`config.mk`:
```
export PLATFORM = sky130hd
export DESIGN_NAME = sv12_lrm_p0639_demux1to2_stream_flat
export DESIGN_NICKNAME = d
export VERILOG_FILES = /design/src/rtl/sv12_lrm_p0639_demux1to2_stream_if.sv /design/src/rtl/sv12_lrm_p0639_demux1to2_stream.sv /design/src/flat_wrapper.sv
export SDC_FILE = /design/constraint.sdc
export NUM_CORES = 1
export LEC_CHECK = 0
export CORE_UTILIZATION = 50
export CTS_BUF_LIST = sky130_fd_sc_hd__clkbuf_2
export CTS_CLUSTER_SIZE = 40
export DETAILED_ROUTE_END_ITERATION = 12
export GPL_TIMING_DRIVEN = 0
export HOLD_SLACK_MARGIN = 0.1
export PLACE_DENSITY_LB_ADDON = 0.1
export SETUP_SLACK_MARGIN = 0.2
export SLEW_MARGIN = 20
export SYNTH_ARGS = -nofsm -noshare
export SYNTH_HDL_FRONTEND = slang
export SYNTH_SLANG_ARGS = --single-unit
```
`constraint.sdc`:
```
create_clock -name clk -period 2.3 [get_ports clk]
set_input_delay 0.23 -clock clk [delete_from_list [all_inputs] [get_ports clk]]
set_output_delay 0.23 -clock clk [all_outputs]
set_load 0.01 [all_outputs]
```
`src/rtl/sv12_lrm_p0639_demux1to2_stream_if.sv`:
```
// Stream bundle for the 1-to-2 demux.
// One input valid/ready stream with a routing select, and two output valid/ready streams.
// The master side drives the input stream and the output readies.
// The slave side is the demux itself.
interface sv12_lrm_p0639_demux1to2_stream_if #(
    parameter int unsigned DW = 8
);
    logic          in_valid;
    logic          in_ready;
    logic [DW-1:0] in_data;
    logic          in_sel;
    logic          in_last;

    logic          out0_valid;
    logic          out0_ready;
    logic [DW-1:0] out0_data;
    logic          out0_last;

    logic          out1_valid;
    logic          out1_ready;
    logic [DW-1:0] out1_data;
    logic          out1_last;

    modport master (
        output in_valid, in_data, in_sel, in_last, out0_ready, out1_ready,
        input  in_ready, out0_valid, out0_data, out0_last, out1_valid, out1_data, out1_last
    );

    modport slave (
        input  in_valid, in_data, in_sel, in_last, out0_ready, out1_ready,
        output in_ready, out0_valid, out0_data, out0_last, out1_valid, out1_data, out1_last
    );
endinterface

```
`src/rtl/sv12_lrm_p0639_demux1to2_stream.sv`:
```
// Registered 1-to-2 packet demultiplexer.
// Each input packet is steered whole to out0 or out1.
// The destination is taken from in_sel on the first beat of the packet.
// Each output has a 2-entry {data,last} buffer and a saturating delivered-packet counter.
module sv12_lrm_p0639_demux1to2_stream #(
    parameter int unsigned DW = 8,
    parameter int unsigned CW = 8
) (
    input  logic                              clk,
    input  logic                              rst_n,
    sv12_lrm_p0639_demux1to2_stream_if.slave  bus,
    output logic [CW-1:0]                     pkt_cnt0,
    output logic [CW-1:0]                     pkt_cnt1,
    output logic                              busy
);

    typedef enum logic [0:0] {StIdle, StLock} state_e;

    state_e        state_q, state_d;
    logic          locked_sel_q, locked_sel_d;

    // Per-output buffer storage, indexed [output][entry].
    logic [DW-1:0] mem_data_q [2][2];
    logic          mem_last_q [2][2];
    logic [1:0]    rptr_q;          // bit k is the read pointer of buffer k
    logic [1:0]    wptr_q;          // bit k is the write pointer of buffer k
    logic [1:0]    count_q [2];
    logic [CW-1:0] cnt_q [2];

    logic          eff_sel;
    logic          in_ready;
    logic          accept;
    logic [1:0]    push;
    logic [1:0]    pop;
    logic [1:0]    out_valid;
    logic [1:0]    out_ready;
    logic [1:0]    hidx;
    logic [DW-1:0] head_data [2];
    logic [1:0]    head_last;

    // Route select and input acceptance.
    // in_ready looks only at the target buffer's occupancy, never at in_valid.
    always_comb begin
        eff_sel  = (state_q == StLock) ? locked_sel_q : bus.in_sel;
        in_ready = rst_n && (count_q[eff_sel] < 2'd2);
        accept   = bus.in_valid && in_ready;
    end

    // Per-output push/pop strobes and head-of-buffer selection.
    always_comb begin
        out_ready = {bus.out1_ready, bus.out0_ready};
        for (int k = 0; k < 2; k++) begin
            out_valid[k] = (count_q[k] != 2'd0);
            push[k]      = accept && (eff_sel == 1'(k));
            pop[k]       = out_valid[k] && out_ready[k];
            // Once empty, point at the entry just popped so data/last hold their last value.
            hidx[k]      = (count_q[k] == 2'd0) ? ~rptr_q[k] : rptr_q[k];
            head_data[k] = mem_data_q[k][hidx[k]];
            head_last[k] = mem_last_q[k][hidx[k]];
        end
    end

    // Buffer storage, pointers and occupancy; pointers wrap modulo 2.
    always_ff @(posedge clk or negedge rst_n) begin
        if (!rst_n) begin
            rptr_q <= '0;
            wptr_q <= '0;
            for (int k = 0; k < 2; k++) begin
                count_q[k] <= 2'd0;
                for (int e = 0; e < 2; e++) begin
                    mem_data_q[k][e] <= '0;
                    mem_last_q[k][e] <= 1'b0;
                end
            end
        end else begin
            for (int k = 0; k < 2; k++) begin
                if (push[k]) begin
                    mem_data_q[k][wptr_q[k]] <= bus.in_data;
                    mem_last_q[k][wptr_q[k]] <= bus.in_last;
                    wptr_q[k]                <= ~wptr_q[k];
                end
                if (pop[k]) begin
                    rptr_q[k] <= ~rptr_q[k];
                end
                if (push[k] && !pop[k]) begin
                    count_q[k] <= count_q[k] + 2'd1;
                end else if (!push[k] && pop[k]) begin
                    count_q[k] <= count_q[k] - 2'd1;
                end
            end
        end
    end

    // Delivered-packet counters, saturating at all-ones.
    always_ff @(posedge clk or negedge rst_n) begin
        if (!rst_n) begin
            for (int k = 0; k < 2; k++) begin
                cnt_q[k] <= '0;
            end
        end else begin
            for (int k = 0; k < 2; k++) begin
                if (pop[k] && head_last[k] && (cnt_q[k] != '1)) begin
                    cnt_q[k] <= cnt_q[k] + CW'(1);
                end
            end
        end
    end

    // FSM state and packet-lock register.
    always_ff @(posedge clk or negedge rst_n) begin
        if (!rst_n) begin
            state_q      <= StIdle;
            locked_sel_q <= 1'b0;
        end else begin
            state_q      <= state_d;
            locked_sel_q <= locked_sel_d;
        end
    end

    // FSM next state: lock on a multi-beat first beat, unlock on the last beat.
    always_comb begin
        state_d      = state_q;
        locked_sel_d = locked_sel_q;
        unique case (state_q)
            StIdle: begin
                if (accept && !bus.in_last) begin
                    state_d      = StLock;
                    locked_sel_d = bus.in_sel;
                end
            end
            StLock: begin
                if (accept && bus.in_last) begin
                    state_d = StIdle;
                end
            end
        endcase
    end

    // FSM output.
    always_comb begin
        busy = (state_q == StLock);
    end

    assign bus.in_ready   = in_ready;
    assign bus.out0_valid = out_valid[0];
    assign bus.out0_data  = head_data[0];
    assign bus.out0_last  = head_last[0];
    assign bus.out1_valid = out_valid[1];
    assign bus.out1_data  = head_data[1];
    assign bus.out1_last  = head_last[1];
    assign pkt_cnt0       = cnt_q[0];
    assign pkt_cnt1       = cnt_q[1];

endmodule

```
`src/flat_wrapper.sv`:
```
// flat-port wrapper written by rule: the top's interface ports become plain ports
module sv12_lrm_p0639_demux1to2_stream_flat 
#(
    parameter int unsigned DW = 8,
    parameter int unsigned CW = 8
)
  (clk, rst_n, pkt_cnt0, pkt_cnt1, busy, bus_in_valid, bus_in_data, bus_in_sel, bus_in_last, bus_out0_ready, bus_out1_ready, bus_in_ready, bus_out0_valid, bus_out0_data, bus_out0_last, bus_out1_valid, bus_out1_data, bus_out1_last);
  sv12_lrm_p0639_demux1to2_stream_if #(.DW(DW)) bus_i ();
  input  logic clk;
  input  logic rst_n;
  output logic [CW-1:0] pkt_cnt0;
  output logic [CW-1:0] pkt_cnt1;
  output logic busy;
  input wire logic [$bits(bus_i.in_valid)-1:0] bus_in_valid;
  input wire logic [$bits(bus_i.in_data)-1:0] bus_in_data;
  input wire logic [$bits(bus_i.in_sel)-1:0] bus_in_sel;
  input wire logic [$bits(bus_i.in_last)-1:0] bus_in_last;
  input wire logic [$bits(bus_i.out0_ready)-1:0] bus_out0_ready;
  input wire logic [$bits(bus_i.out1_ready)-1:0] bus_out1_ready;
  output wire logic [$bits(bus_i.in_ready)-1:0] bus_in_ready;
  output wire logic [$bits(bus_i.out0_valid)-1:0] bus_out0_valid;
  output wire logic [$bits(bus_i.out0_data)-1:0] bus_out0_data;
  output wire logic [$bits(bus_i.out0_last)-1:0] bus_out0_last;
  output wire logic [$bits(bus_i.out1_valid)-1:0] bus_out1_valid;
  output wire logic [$bits(bus_i.out1_data)-1:0] bus_out1_data;
  output wire logic [$bits(bus_i.out1_last)-1:0] bus_out1_last;
  assign bus_i.in_valid = bus_in_valid;
  assign bus_i.in_data = bus_in_data;
  assign bus_i.in_sel = bus_in_sel;
  assign bus_i.in_last = bus_in_last;
  assign bus_i.out0_ready = bus_out0_ready;
  assign bus_i.out1_ready = bus_out1_ready;
  assign bus_in_ready = bus_i.in_ready;
  assign bus_out0_valid = bus_i.out0_valid;
  assign bus_out0_data = bus_i.out0_data;
  assign bus_out0_last = bus_i.out0_last;
  assign bus_out1_valid = bus_i.out1_valid;
  assign bus_out1_data = bus_i.out1_data;
  assign bus_out1_last = bus_i.out1_last;
  sv12_lrm_p0639_demux1to2_stream #(.DW(DW), .CW(CW)) u_core (.clk(clk), .rst_n(rst_n), .bus(bus_i), .pkt_cnt0(pkt_cnt0), .pkt_cnt1(pkt_cnt1), .busy(busy));
endmodule
```
==> metrics.csv <==
stage;metric;value;unit
grt;initial antenna violation count;0;
power;PD cells;1400;nW/um2
worst_setup_path;crit path kind;register to output port;
logic_synthesis;Netlist cell types;28;
layout;Fillers;374;
sta;Setup violations, final;0;
sta;Max-slew headroom;68.9;%
worst_hold_path;Hold WC Path Type;input port to async pin;
routing;routed len/inst;15.2;um
worst_setup_path;CP endpoint kind;output port;
power;static leakage;1.68;nW
worst_setup_path;Worst EP required;2.07;ns
routing;DRT antenna net count;0;
run_status;status;complete, no violations;
routing;TritonRoute pass-1 iters;4;
logic_synthesis;Mapped Area;2800;um2
worst_setup_path;crit path cell chain;or3_4 -> and2_4 -> clkbuf_16 -> mux2_4 -> buf_6;
logic_synthesis;post-synthesis compound-gate area fraction;2.77;%
grt;largest net degree at the start of global routing;43;
routing;vias per inst;5.24;
sta;final hold slack;0.170;ns
logic_synthesis;Post-Syn Instances;204;
worst_setup_path;slowest cell delay on critical path;0.46;ns
logic_synthesis;Post-synth EDFFs;0;
logic_synthesis;synthesis-stage register bit count;62;
worst_setup_path;crit-path leading delay family;simple AND/OR/NAND/NOR gates;
run;Max-Cap Viols;0;
worst_setup_path;Startpoint Class;register;
routing;Starting DRT DRC Count;73;
logic_synthesis;largest family of logic cells by synthesized area;multiplexers;
logic_synthesis;Syn Area/Cell;13.7;um2
worst_setup_path;data arrival time of the worst path;2.07;ns
sta;fin crit share;99.9;%
clocking;clock transition at the registers of the reported paths;0.15;ns
floorplanning;Core Area;5240;um2
worst_setup_path;worst path bufs/invs;2;
sta;setup ws final;0.00274;ns
clocking;H-tree depth;3;
worst_setup_path;Worst Setup SP;u_core.count_q[3];
clocking;Num CTS Buffers;9;
clocking;CTS sink count;62;
sta;Max Fclk;435;MHz
power;worst vdd ir;0.795;mV
placement;HPWL after detailed placement;3510;um
logic_synthesis;simple-gate share of the synthesized area;9.17;%
sta;RSZ-0062 raised after global routing;true;
logic_synthesis;Post-Synth XOR/XNOR Area;7.51;%
sta;max-slew violation count;0;
layout;Area growth, synth to finish;33.6;%
logic_synthesis;Adder-Cell Fraction of Synth Area;1.79;%
logic_synthesis;Seq/Total Area, Yosys;55.5;%
sta;crit path time final;2.30;ns
floorplanning;Die Footprint;5900;um2
floorplanning;die height;76.8;um
sta;Final Hold Fails;0;
sta;Setup Skew;0.0109;ns
grt;number of global-route vias before repair;1812;
layout;ant diodes;0;
grt;GRT Overall Usage;19.8;%
floorplanning;die width;76.8;um
layout;Util after Layout;71.4;%
layout;layout cells sized above 1;41.0;%
clocking;Clock Root Buffer;clkbuf_2;
grt;grt ovf;0;
worst_setup_path;worst-path fanout max;8;
logic_synthesis;ys flop type;dfrtp_1;
floorplanning;IO Count;53;
power;power consumption;5.22;mW
layout;most frequent cells in the layout;dfrtp_1, mux2_2, clkdlybuf4s50_1, buf_6, xnor2_1;
floorplanning;starting density of the core;53.4;%
placement;PortBufs;52;
clocking;Worst-Skew Late Latency;0.47;ns
floorplanning;# rows;26;
routing;DR vias;1850;
worst_setup_path;Worst path slowest cell;dfrtp_2;
clocking;clock tree buffer depth;2;
layout;most common cell after layout, fill and taps aside;dfrtp_1;
routing;Routed WL;5350;um
sta;Tightest Pin Transition;0.463;ns
routing;DRC violations left;0;
logic_synthesis;YS warnings;0;
logic_synthesis;syn_nets;223;
worst_setup_path;Reg-to-Reg Start;u_core.count_q[3];
clocking;CTS tree;done;
placement;Place WS;-0.336;ns
grt;first-pass GRT wire length;8860;um
logic_synthesis;post-synthesis mux area share;22.9;%
logic_synthesis;Post-synth ARST share;100;%
placement;GPL Wtd Cong;0.724;
layout;Nets;299;
metal layers:
| layer | global-route usage, % | up-vias | wire length (um) |
|---|---|---|---|
| li1 | - | 875 | - |
| met3 | 3.69 | 9 | 178 |
| met2 | 30.1 | 39 | 2520 |
| met5 | 0 | - | 0 |
| met4 | 11.0 | 0 | 99 |
| met1 | 26.6 | 927 | 2550 |
cell families after synthesis:
| group | Yosys count |
|---|---|
| AOI/OAI and AO/OA | 9 |
| muxes | 57 |
| DFF | 62 |
| xor gates and xnor gates | 24 |
| buffers and inverters | 3 |
| adders and majority gates | 4 |
| and+or+nand+nor | 45 |
cells in the mapped netlist (all sizes together), types with 3 or more instances:
| library cell | instances | area, um2 |
|---|---|---|
| and2 | 3 | 18.8 |
| and3 | 5 | 31.3 |
| dfrtp | 62 | 1550 |
| ha | 4 | 50.1 |
| mux2 | 55 | 619 |
| nand2 | 13 | 48.8 |
| nand3 | 4 | 20.0 |
| nand4 | 6 | 37.5 |
| nor3 | 4 | 25.0 |
| o21ai | 4 | 20.0 |
| xnor2 | 15 | 131 |
| xor2 | 9 | 78.8 |
path summary, 6_finish.rpt:
kind                                           end  slack (ns)  depth (start not counted)
worst max-delay path              bus_out0_data[5]       0.003                          5
worst min-delay path            u_core.pkt_cnt1[6]        0.17                          2
worst max register to register  u_core.pkt_cnt0[1]        0.26                          6
worst min register to register    u_core.wptr_q[0]        0.50                          1
max in group asynchronous        u_core.count_q[3]        1.62                          3
min in group clk                  u_core.rptr_q[0]        0.45                          3
stage by stage:
step                cell area [um2]  instances  setup TNS, ns
finish                         3740        353              0
global route                   3740        353         -0.392
CTS                            3680        350       -0.00805
detailed placement             3420        327          -4.70
global placement               3410        326        -166.61
floorplan                      2800        204              0
flip-flops by register name, summed over array words and instances, names as in the netlist, named ones only:
signal               count
u_core.mem_data_q       32
u_core.pkt_cnt0          8
u_core.rptr_q            2
u_core.mem_last_q        4
u_core.count_q           4
u_core.locked_sel_q      1
u_core.pkt_cnt1          8
u_core.wptr_q            2
cell type report:
type                            count  area [um2]  area share [%]
Sequential cell                    62        1560            41.6
Multi-Input combinational cell    139        1310            35.1
Timing Repair Buffer               65         664            17.8
Tap cell                           70        87.6            2.34
Buffer                              3        55.1            1.47
Clock buffer                        9        45.0            1.20
Clock inverter                      5        18.8           0.502
worst reg2reg max path: stages, from the launching register on:
cell	delay [ns]
dfrtp_2	0.46
or3_4	0.37
buf_4	0.14
buf_4	0.12
a21bo_2	0.23
a21oi_4	0.26
mux2_2	0.37
power breakdown:
group	leakage, nW	internal [mW]	switching (mW)
clock network	0.0452	0.114	0.362
logic	0.872	1.80	1.08
registers	0.767	1.56	0.314
total	1.68	3.47	1.75
what timing repair did:
action | CTS | global route
hold buffers | 1 | 0
gates resized for setup | 116 | 6
endpoints found under the hold margin | 62 | 0
setup endpoints to repair | 37 | 48
setup buffers | 8 | 3
pin swaps | 2 | 2
Note: power is estimated with default switching activity, not from simulation.
